### config.mk
export PLATFORM = sky130hd
export DESIGN_NAME = adder_accumulator
export DESIGN_NICKNAME = d
export VERILOG_FILES = /design/src/rtl/adder_accumulator.sv
export SDC_FILE = /design/constraint.sdc
export NUM_CORES = 1
export LEC_CHECK = 0
export ABC_AREA = 1
export CAP_MARGIN = 20
export CORE_MARGIN = 4
export CORE_UTILIZATION = 57
export CTS_CLUSTER_SIZE = 25
export DETAILED_ROUTE_END_ITERATION = 12
export PLACE_DENSITY = 0.9
export SLEW_MARGIN = 20
export SYNTH_ARGS = -nofsm -noshare
export SYNTH_HDL_FRONTEND = slang
export SYNTH_SLANG_ARGS = --single-unit
### constraint.sdc
create_clock -name clk -period 6.27 [get_ports clk]
set_clock_uncertainty 0.15 [all_clocks]
set_input_delay 1.5675 -clock clk [delete_from_list [all_inputs] [get_ports clk]]
set_output_delay 1.5675 -clock clk [all_outputs]
set_load 0.1 [all_outputs]
### src/rtl/adder_accumulator.sv
// Multi-lane streaming frame accumulator with valid/ready on both sides.
// Sums LANES operands per beat; a frame result is presented after last_i.
module adder_accumulator #(
    parameter int WIDTH     = 8,
    parameter int LANES     = 2,
    parameter int ACC_WIDTH = 16,
    parameter int CNT_WIDTH = 8,
    parameter int SATURATE  = 0
) (
    input  logic                   clk,
    input  logic                   rst,
    input  logic [LANES*WIDTH-1:0] data_i,
    input  logic                   last_i,
    input  logic                   valid_i,
    output logic                   ready_o,
    output logic [ACC_WIDTH-1:0]   sum_o,
    output logic [CNT_WIDTH-1:0]   beats_o,
    output logic                   overflow_o,
    output logic                   valid_o,
    input  logic                   ready_i
);

    localparam int LW  = (LANES > 1) ? $clog2(LANES) : 0;
    localparam int EXT = ACC_WIDTH + LW + 1;
    localparam logic [EXT-1:0] MAX_EXT =
        {{(EXT-ACC_WIDTH){1'b0}}, {ACC_WIDTH{1'b1}}};

    typedef enum logic {
        ACCUM,
        HOLD
    } state_t;

    state_t               state;
    logic [ACC_WIDTH-1:0] acc;
    logic [ACC_WIDTH-1:0] acc_nxt;
    logic [CNT_WIDTH-1:0] cnt;
    logic [CNT_WIDTH-1:0] cnt_nxt;
    logic                 ovf;
    logic                 ovf_nxt;
    logic [EXT-1:0]       beat_sum;
    logic [EXT-1:0]       sum_ext;

    assign ready_o = (state == ACCUM) && !rst;

    // Next accumulator, counter and sticky overflow for the current beat
    always_comb begin
        beat_sum = '0;
        for (int k = 0; k < LANES; k++) begin
            beat_sum = beat_sum +
                {{(EXT-WIDTH){1'b0}}, data_i[k*WIDTH +: WIDTH]};
        end
        sum_ext = {{(EXT-ACC_WIDTH){1'b0}}, acc} + beat_sum;
        ovf_nxt = ovf || (sum_ext > MAX_EXT);
        if ((SATURATE != 0) && ovf_nxt) begin
            acc_nxt = '1;
        end else begin
            acc_nxt = sum_ext[ACC_WIDTH-1:0];
        end
        cnt_nxt = (cnt == '1) ? cnt : cnt + 1'b1;
    end

    // Frame state machine: accumulate beats, then hold result until taken
    always_ff @(posedge clk) begin
        if (rst) begin
            state      <= ACCUM;
            acc        <= '0;
            cnt        <= '0;
            ovf        <= 1'b0;
            sum_o      <= '0;
            beats_o    <= '0;
            overflow_o <= 1'b0;
            valid_o    <= 1'b0;
        end else begin
            unique case (state)
                ACCUM: begin
                    if (valid_i && ready_o) begin
                        if (last_i) begin
                            sum_o      <= acc_nxt;
                            beats_o    <= cnt_nxt;
                            overflow_o <= ovf_nxt;
                            valid_o    <= 1'b1;
                            state      <= HOLD;
                            acc        <= '0;
                            cnt        <= '0;
                            ovf        <= 1'b0;
                        end else begin
                            acc <= acc_nxt;
                            cnt <= cnt_nxt;
                            ovf <= ovf_nxt;
                        end
                    end
                end
                HOLD: begin
                    if (valid_o && ready_i) begin
                        valid_o <= 1'b0;
                        state   <= ACCUM;
                    end
                end
                default: state <= ACCUM;
            endcase
        end
    end

endmodule

==> summary.txt, run 1 <==
Global routing
  – Grt met1 use: 25.9%
  – Met3 usage: 4.47%
  – Initial antenna violation count: 0
  – Vias in the first global route: 2477
  – Largest net degree at the start of global routing: 30
  – Global routing usage on met2: 40.8%
  – Tot GR Track Use: 22.1%
  – Busiest grt layer: met2
  – Wire length of the first global-routing pass: 10.9 mm
  – GR Overflow Total: 0

Logic synthesis
  – Post-synthesis register bit count: 52
  – Yosys cell types: 35
  – Synthesis Warnings: 0
  – Synth Area in Compound Gates: 10.2%
  – Cell Area, Synth: 2810 sq um
  – Main combinational cell family by area after synthesis: simple AND/OR/NAND/NOR gates
  – Synthesized Nets: 416
  – Simple logic cell fraction of the synthesized area: 32.1%
  – Post-synthesis cell count: 377
  – Synth Area in XOR/XNOR: 2.49%
  – Register area share after synthesis: 37.0%
  – Post-synthesis adder-cell area fraction: 10.4%
  – Syn avg cell area: 7.45 sq um
  – Mux contribution to synthesized area: 0%

Drt
  – # DRC: 0
  – Drt wl/cell: 13.1 um
  – Vias per cell: 5.32
  – Number of DRC markers in iteration 0: 132
  – Post-DRT Antenna Nets: 0
  – Pre-Repair DR Iteration Count: 4
  – DR vias: 2593
  – DRT Wirelength: 6.37 mm

Clock network
  – Worst skew pair latency: 0.30 ns
  – Longest Clk Path Bufs: 2
  – Post_cts resized: 0
  – Post-CTS Hold Buffers: 0
  – TritonCTS clock tree: yes
  – Setup Buffers After CTS: 0
  – H-tree levels: 2
  – Worst-path clk slew: 0.09 ns
  – # clock sinks: 52
  – CTS buffer count: 5
  – Clk root buf: clkbuf_8

Timing
  – Final hold vios: 0
  – Fin crit share: 70.9%
  – Final critical-path required period: 4.45 ns
  – Worst-margin pin slew: 1.01 ns
  – F_max: 225 MHz
  – Setup TNS: 0 ns
  – Slew HR: 32.4%
  – Max Slew Vio Count: 0
  – RSZ-0062 raised after global routing: no
  – Final setup vio count: 0
  – Final worst slack: 1.82 ns

Floorplanning
  – Row cnt: 25
  – # IOs: 48
  – Die footprint: 6120 sq um
  – Initial Utilization: 59.1%
  – Core area: 4750 sq um
  – Die Y: 78.2 um
  – Die span in x: 78.2 um

Final layout
  – Most frequent cells in the layout: 131 x nand2_1, 52 x dfxtp_1, 46 x clkdlybuf4s50_1, 43 x inv_1, 35 x nand3_1
  – Area Growth Syn to Fin: 21.5%
  – Fin area: 3420 sq um
  – Commonest non-fill, non-tap cell in the layout: nand2_1
  – Diode count: 0
  – Final #Nets: 460
  – Fraction of layout cells with a size suffix above 1: 5.48%

Setup path
  – Max FO, Critical Path: 29
  – Crit path DAT: 2.73 ns
  – Buffers and inverters on the worst path: 3
  – Worst reg-to-reg setup slack: 3.65 ns
  – Crit Path Class: in -> out
  – Max incr delay on CP: 0.40 ns
  – Data required, critical path: 4.55 ns
  – Worst path depth: 4
  – CP Launch Type: input pin
  – R2R depth: 12
  – CP Capture Type: output port
  – Most frequent CP cell: buf_4
  – Crit-path cells: clkdlybuf4s50_1 > buf_4 > nor2_2 > buf_4
  – Critical path's slowest cell: clkdlybuf4s50_1
  – CP top delay family: buffers and inverters

Place
  – Placement Cell Area: 3310 sq um
  – Worst slack, placed: 1.83 ns
  – Port bufs: 47
  – Placer Congestion: 0.862
  – HPWL Detailed: 4.61 mm

Hold path
  – Worst hold stages: 2
  – HP Class: reg -> reg

Flow run
  – Max-cap violation count: 0

Power
  – Pwr/cell area: 225 nW/um^2
  – P_leak: 1.53 nW
  – IR Drop Worst-Case VDD: 0.000136 V

Outcome
  – Outcome: finished, final reports clean
## layout make-up
class | instances | area (sq um)
tap | 67 | 83.8
fill | 393 | 1340
sequential | 52 | 1040
timing repair buffer | 48 | 475
multi-input combinational | 271 | 1560
inverter | 43 | 161
clock buffer | 5 | 68.8
clock inverter | 1 | 30.0
## worst paths after layout
path,from,to
max,rst,ready_o
min,beats_o[0],beats_o[0]
min reg2reg,beats_o[0],beats_o[0]
max reg2reg,acc[1],acc[7]
## sequential cells by signal, indices dropped and copies added (netlist names)
register / flops
acc: 16
cnt: 8
overflow_o: 1
state: 1
ovf: 1
valid_o: 1
sum_o: 16
beats_o: 8
## Yosys cell counts
library cell / n / area [sq um]
a21oi_1: 24 / 120
a21oi_2: 3 / 26.3
a221oi_1: 1 / 8.76
a22o_1: 11 / 96.3
a22oi_1: 1 / 7.51
and2_1: 1 / 6.26
buf_2: 4 / 20.0
buf_4: 1 / 7.51
buf_6: 1 / 11.3
clkbuf_1: 5 / 18.8
dfxtp_1: 52 / 1040
fa_1: 9 / 180
ha_1: 9 / 113
inv_1: 43 / 161
nand2_1: 131 / 492
nand2_2: 1 / 6.26
nand2_4: 1 / 11.3
nand3_1: 35 / 175
nand3_2: 2 / 20.0
nand3_4: 1 / 17.5
nand3b_1: 2 / 15.0
nand4_1: 3 / 18.8
nor2_1: 14 / 52.6
nor2_2: 2 / 12.5
nor2_4: 1 / 11.3
nor2_8: 1 / 20.0
nor3_1: 1 / 5.00
nor3_4: 1 / 16.3
o211ai_1: 1 / 7.51
o21ai_0: 3 / 15.0
o21ai_1: 1 / 5.00
or2_0: 1 / 6.26
or2_2: 1 / 6.26
or2_4: 1 / 8.76
xor2_1: 8 / 70.1
## power breakdown
part / total (mW) / switching, mW / leakage [nW] / internal (mW)
clock network: 0.217 / 0.102 / 0.0501 / 0.115
registers: 0.349 / 0.00735 / 0.421 / 0.341
logic: 0.204 / 0.139 / 1.06 / 0.0649
total: 0.769 / 0.248 / 1.53 / 0.521
## through the flow
step | total power [mW] | cells | util, % | hold WS (ns)
finish | 0.769 | 487 | 71.8 | 0.307
CTS | 0.773 | 487 | 71.7 | 0.310
floorplan | 0.505 | 377 | - | 0.295
global route | 0.809 | 487 | 71.8 | 0.331
global placement | 0.553 | 481 | 69.7 | 0.289
detailed placement | 0.557 | 481 | 69.7 | 0.294
## metal layers
layer | wire (um) | vias to the layer above
met4 | 91 | 0
met1 | 2600 | 1206
met5 | 0 | -
li1 | - | 1301
met3 | 346 | 13
met2 | 3330 | 73
## tightest hold or removal path, stage by stage (launching register included)
cell and delay, ns:
dfxtp_1 0.32, nand2_1 0.06, nand2_1 0.04
## cell families (layout without fill, tap and decap cells)
family | after synthesis | after routing
AO/OA/AOI/OAI | 45 | 45
XOR/XNOR | 8 | 8
adder cells (fa/ha/maj) | 18 | 18
buffers and inverters | 54 | 97
flip-flops | 52 | 52
AND/OR/NAND/NOR | 200 | 200
Power figures use the tool's default switching activity.
==> run 2, diff against run 1 <==
--- a/config.mk
+++ b/config.mk
@@ -8,10 +8,10 @@
 export ABC_AREA = 1
 export CAP_MARGIN = 20
 export CORE_MARGIN = 4
-export CORE_UTILIZATION = 57
+export CORE_UTILIZATION = 48
 export CTS_CLUSTER_SIZE = 25
 export DETAILED_ROUTE_END_ITERATION = 12
-export PLACE_DENSITY = 0.9
+export PLACE_DENSITY = 0.81
 export SLEW_MARGIN = 20
 export SYNTH_ARGS = -nofsm -noshare
 export SYNTH_HDL_FRONTEND = slang
==> constraint.sdc (replaced) <==
create_clock -name clk -period 4.05 [get_ports clk]
set_clock_uncertainty 0.15 [all_clocks]
set_input_delay 1.0125 -clock clk [delete_from_list [all_inputs] [get_ports clk]]
set_output_delay 1.0125 -clock clk [all_outputs]
set_load 0.1 [all_outputs]
==> run 2 against run 1 <==
Against the previous run:
- first-iteration DRC count shrank 8.3%
- via count shrank 2.9%
- largest cell class unchanged
- final cell count grew 1.6%
==> summary.txt, run 2 (synthesis gave the netlist of run 1 again) <==
Global routing
  – Largest net degree at the start of global routing: 29 (-3.3%)
  – Vias in the first global route: 2471 (-0.24%)
  – GR Overflow Total: 0 (unchanged)
  – Initial antenna violation count: 0 (unchanged)
  – Tot GR Track Use: 18.5% (-3.6 points)
  – Wire length of the first global-routing pass: 10.9 mm (-0.57%)

Setup path
  – Crit path DAT: 3.50 ns (+0.77 ns)
  – Max FO, Critical Path: 4 (-86%)
  – CP Capture Type: flip-flop
  – Crit Path Class: in -> reg
  – Data required, critical path: 4.09 ns (-0.46 ns)
  – Worst reg-to-reg setup slack: 1.44 ns (-2.21 ns)
  – CP Launch Type: input pin
  – R2R depth: 12 (unchanged)

Power
  – Tot Pwr: 1.17 mW (+52%)
  – IR Drop Worst-Case VDD: 0.000241 V (+77%)
  – P_leak: 1.54 nW (+0.69%)
  – Pwr/cell area: 339 nW/um^2 (+51%)

Timing
  – RSZ-0062 raised after global routing: no
  – Max Slew Vio Count: 0 (unchanged)
  – Final setup vio count: 0 (unchanged)
  – Setup TNS: 0 ns (unchanged)
  – Final hold vios: 0 (unchanged)
  – Worst-margin pin slew: 1.01 ns (-0.00172 ns)
  – F_max: 289 MHz
  – Final critical-path required period: 3.46 ns
  – Worst hold slack: 0.303 ns (-0.00414 ns)
  – Fin crit share: 85.4%
  – Slew HR: 32.5% (+0.11 points)

Drt
  – DRT Wirelength: 6.27 mm (-1.5%)
  – Post-DRT Antenna Nets: 0 (unchanged)
  – Vias per cell: 5.09 (-4.5%)
  – Number of DRC markers in iteration 0: 121 (-8.3%)
  – DR vias: 2518 (-2.9%)
  – Drt wl/cell: 12.7 um (-3.1%)
  – Pre-Repair DR Iteration Count: 4 (unchanged)
  – # DRC: 0 (unchanged)

Clock network
  – Worst skew pair latency: 0.31 ns (about the same)
  – H-tree levels: 2 (unchanged)
  – Clk root buf: clkbuf_8
  – Post-CTS Hold Buffers: 0 (unchanged)
  – Longest Clk Path Bufs: 2 (unchanged)
  – CTS buffer count: 5 (unchanged)
  – Setup Buffers After CTS: 0 (unchanged)
  – Post_cts resized: 0 (unchanged)
  – Worst-path clk slew: 0.09 ns (about the same)
  – # clock sinks: 52 (unchanged)
  – TritonCTS clock tree: yes

Floorplanning
  – Initial Utilization: 50.1% (-9.0 points)
  – Core area: 5610 sq um (+18%)
  – Die Y: 84.5 um (+8.1%)
  – Row cnt: 27 (+8.0%)
  – Die span in x: 84.5 um (+8.1%)
  – Die footprint: 7140 sq um (+17%)
  – # IOs: 48 (unchanged)

Final layout
  – Regs by FF count: acc: 16 flops, sum_o: 16 flops
  – Area Growth Syn to Fin: 22.3%
  – Final #Nets: 462 (+0.43%)
  – Fin area: 3440 sq um (+0.62%)
  – Final core utilization: 61.3% (-11 points)
  – Commonest non-fill, non-tap cell in the layout: nand2_1
  – Most frequent cells in the layout: 131 x nand2_1, 52 x dfxtp_1, 46 x clkdlybuf4s50_1, 43 x inv_1, 35 x nand3_1
  – Fraction of layout cells with a size suffix above 1: 6.15% (+0.67 points)
  – Diode count: 0 (unchanged)

Hold path
  – HP Class: reg -> reg
  – Worst hold stages: 2 (unchanged)

Place
  – Placement Cell Area: 3350 sq um (+1.0%)
  – Port bufs: 47 (unchanged)
  – HPWL Detailed: 4.58 mm (-0.72%)
  – Placer Congestion: 0.849 (-1.5%)

Outcome
  – Outcome: finished, final reports clean

Flow run
  – Max-cap violation count: 0 (unchanged)
[run 2: final timing paths]
check        startpoint        end
max           data_i[1]     acc[7]
min           sum_o[12]  sum_o[12]
max reg2reg      acc[1]     acc[7]
min reg2reg   sum_o[12]  sum_o[12]
[run 2: power breakdown]
group          switching (mW)  internal (mW)
Clock                   0.172          0.137
Sequential             0.0115          0.528
Combinational           0.215          0.103
Total                   0.398          0.768
[run 2: routing by layer]
| layer | vias up | wire length, um | track usage (%) |
|---|---|---|---|
| li1 | 1299 | - | - |
| met2 | 86 | 2990 | 30.5 |
| met1 | 1125 | 2750 | 23.9 |
| met5 | - | 0 | 0 |
| met4 | 0 | 80 | 4.89 |
| met3 | 8 | 455 | 4.91 |
[run 2: critical path, stage by stage]
cell and delay, ns:
clkdlybuf4s50_1 0.45, inv_1 0.05, fa_1 0.53, inv_1 0.04, ha_1 0.24, fa_1 0.41
nand2_1 0.08, nand2_1 0.06, nand3_1 0.07, nand2_1 0.11, or2_2 0.31, nand3_1 0.08
a21oi_1 0.07
[run 2: area by class of cell]
cell class	instances	area [sq um]
inverters	43	161
clock inverters	1	8.76
fillers	506	2170
well taps	72	90.1
multi-input cells	271	1550
flip-flops and latches	52	1040
repair buffers	50	503
clock buffers	6	82.6
[run 2: per-stage QoR]
step | setup slack (ns) | instances
finish | 0.590 | 495
global route | 0.466 | 495
CTS | 0.600 | 495
detailed placement | 0.292 | 488
global placement | 0.336 | 488
floorplan | 0.900 | 377
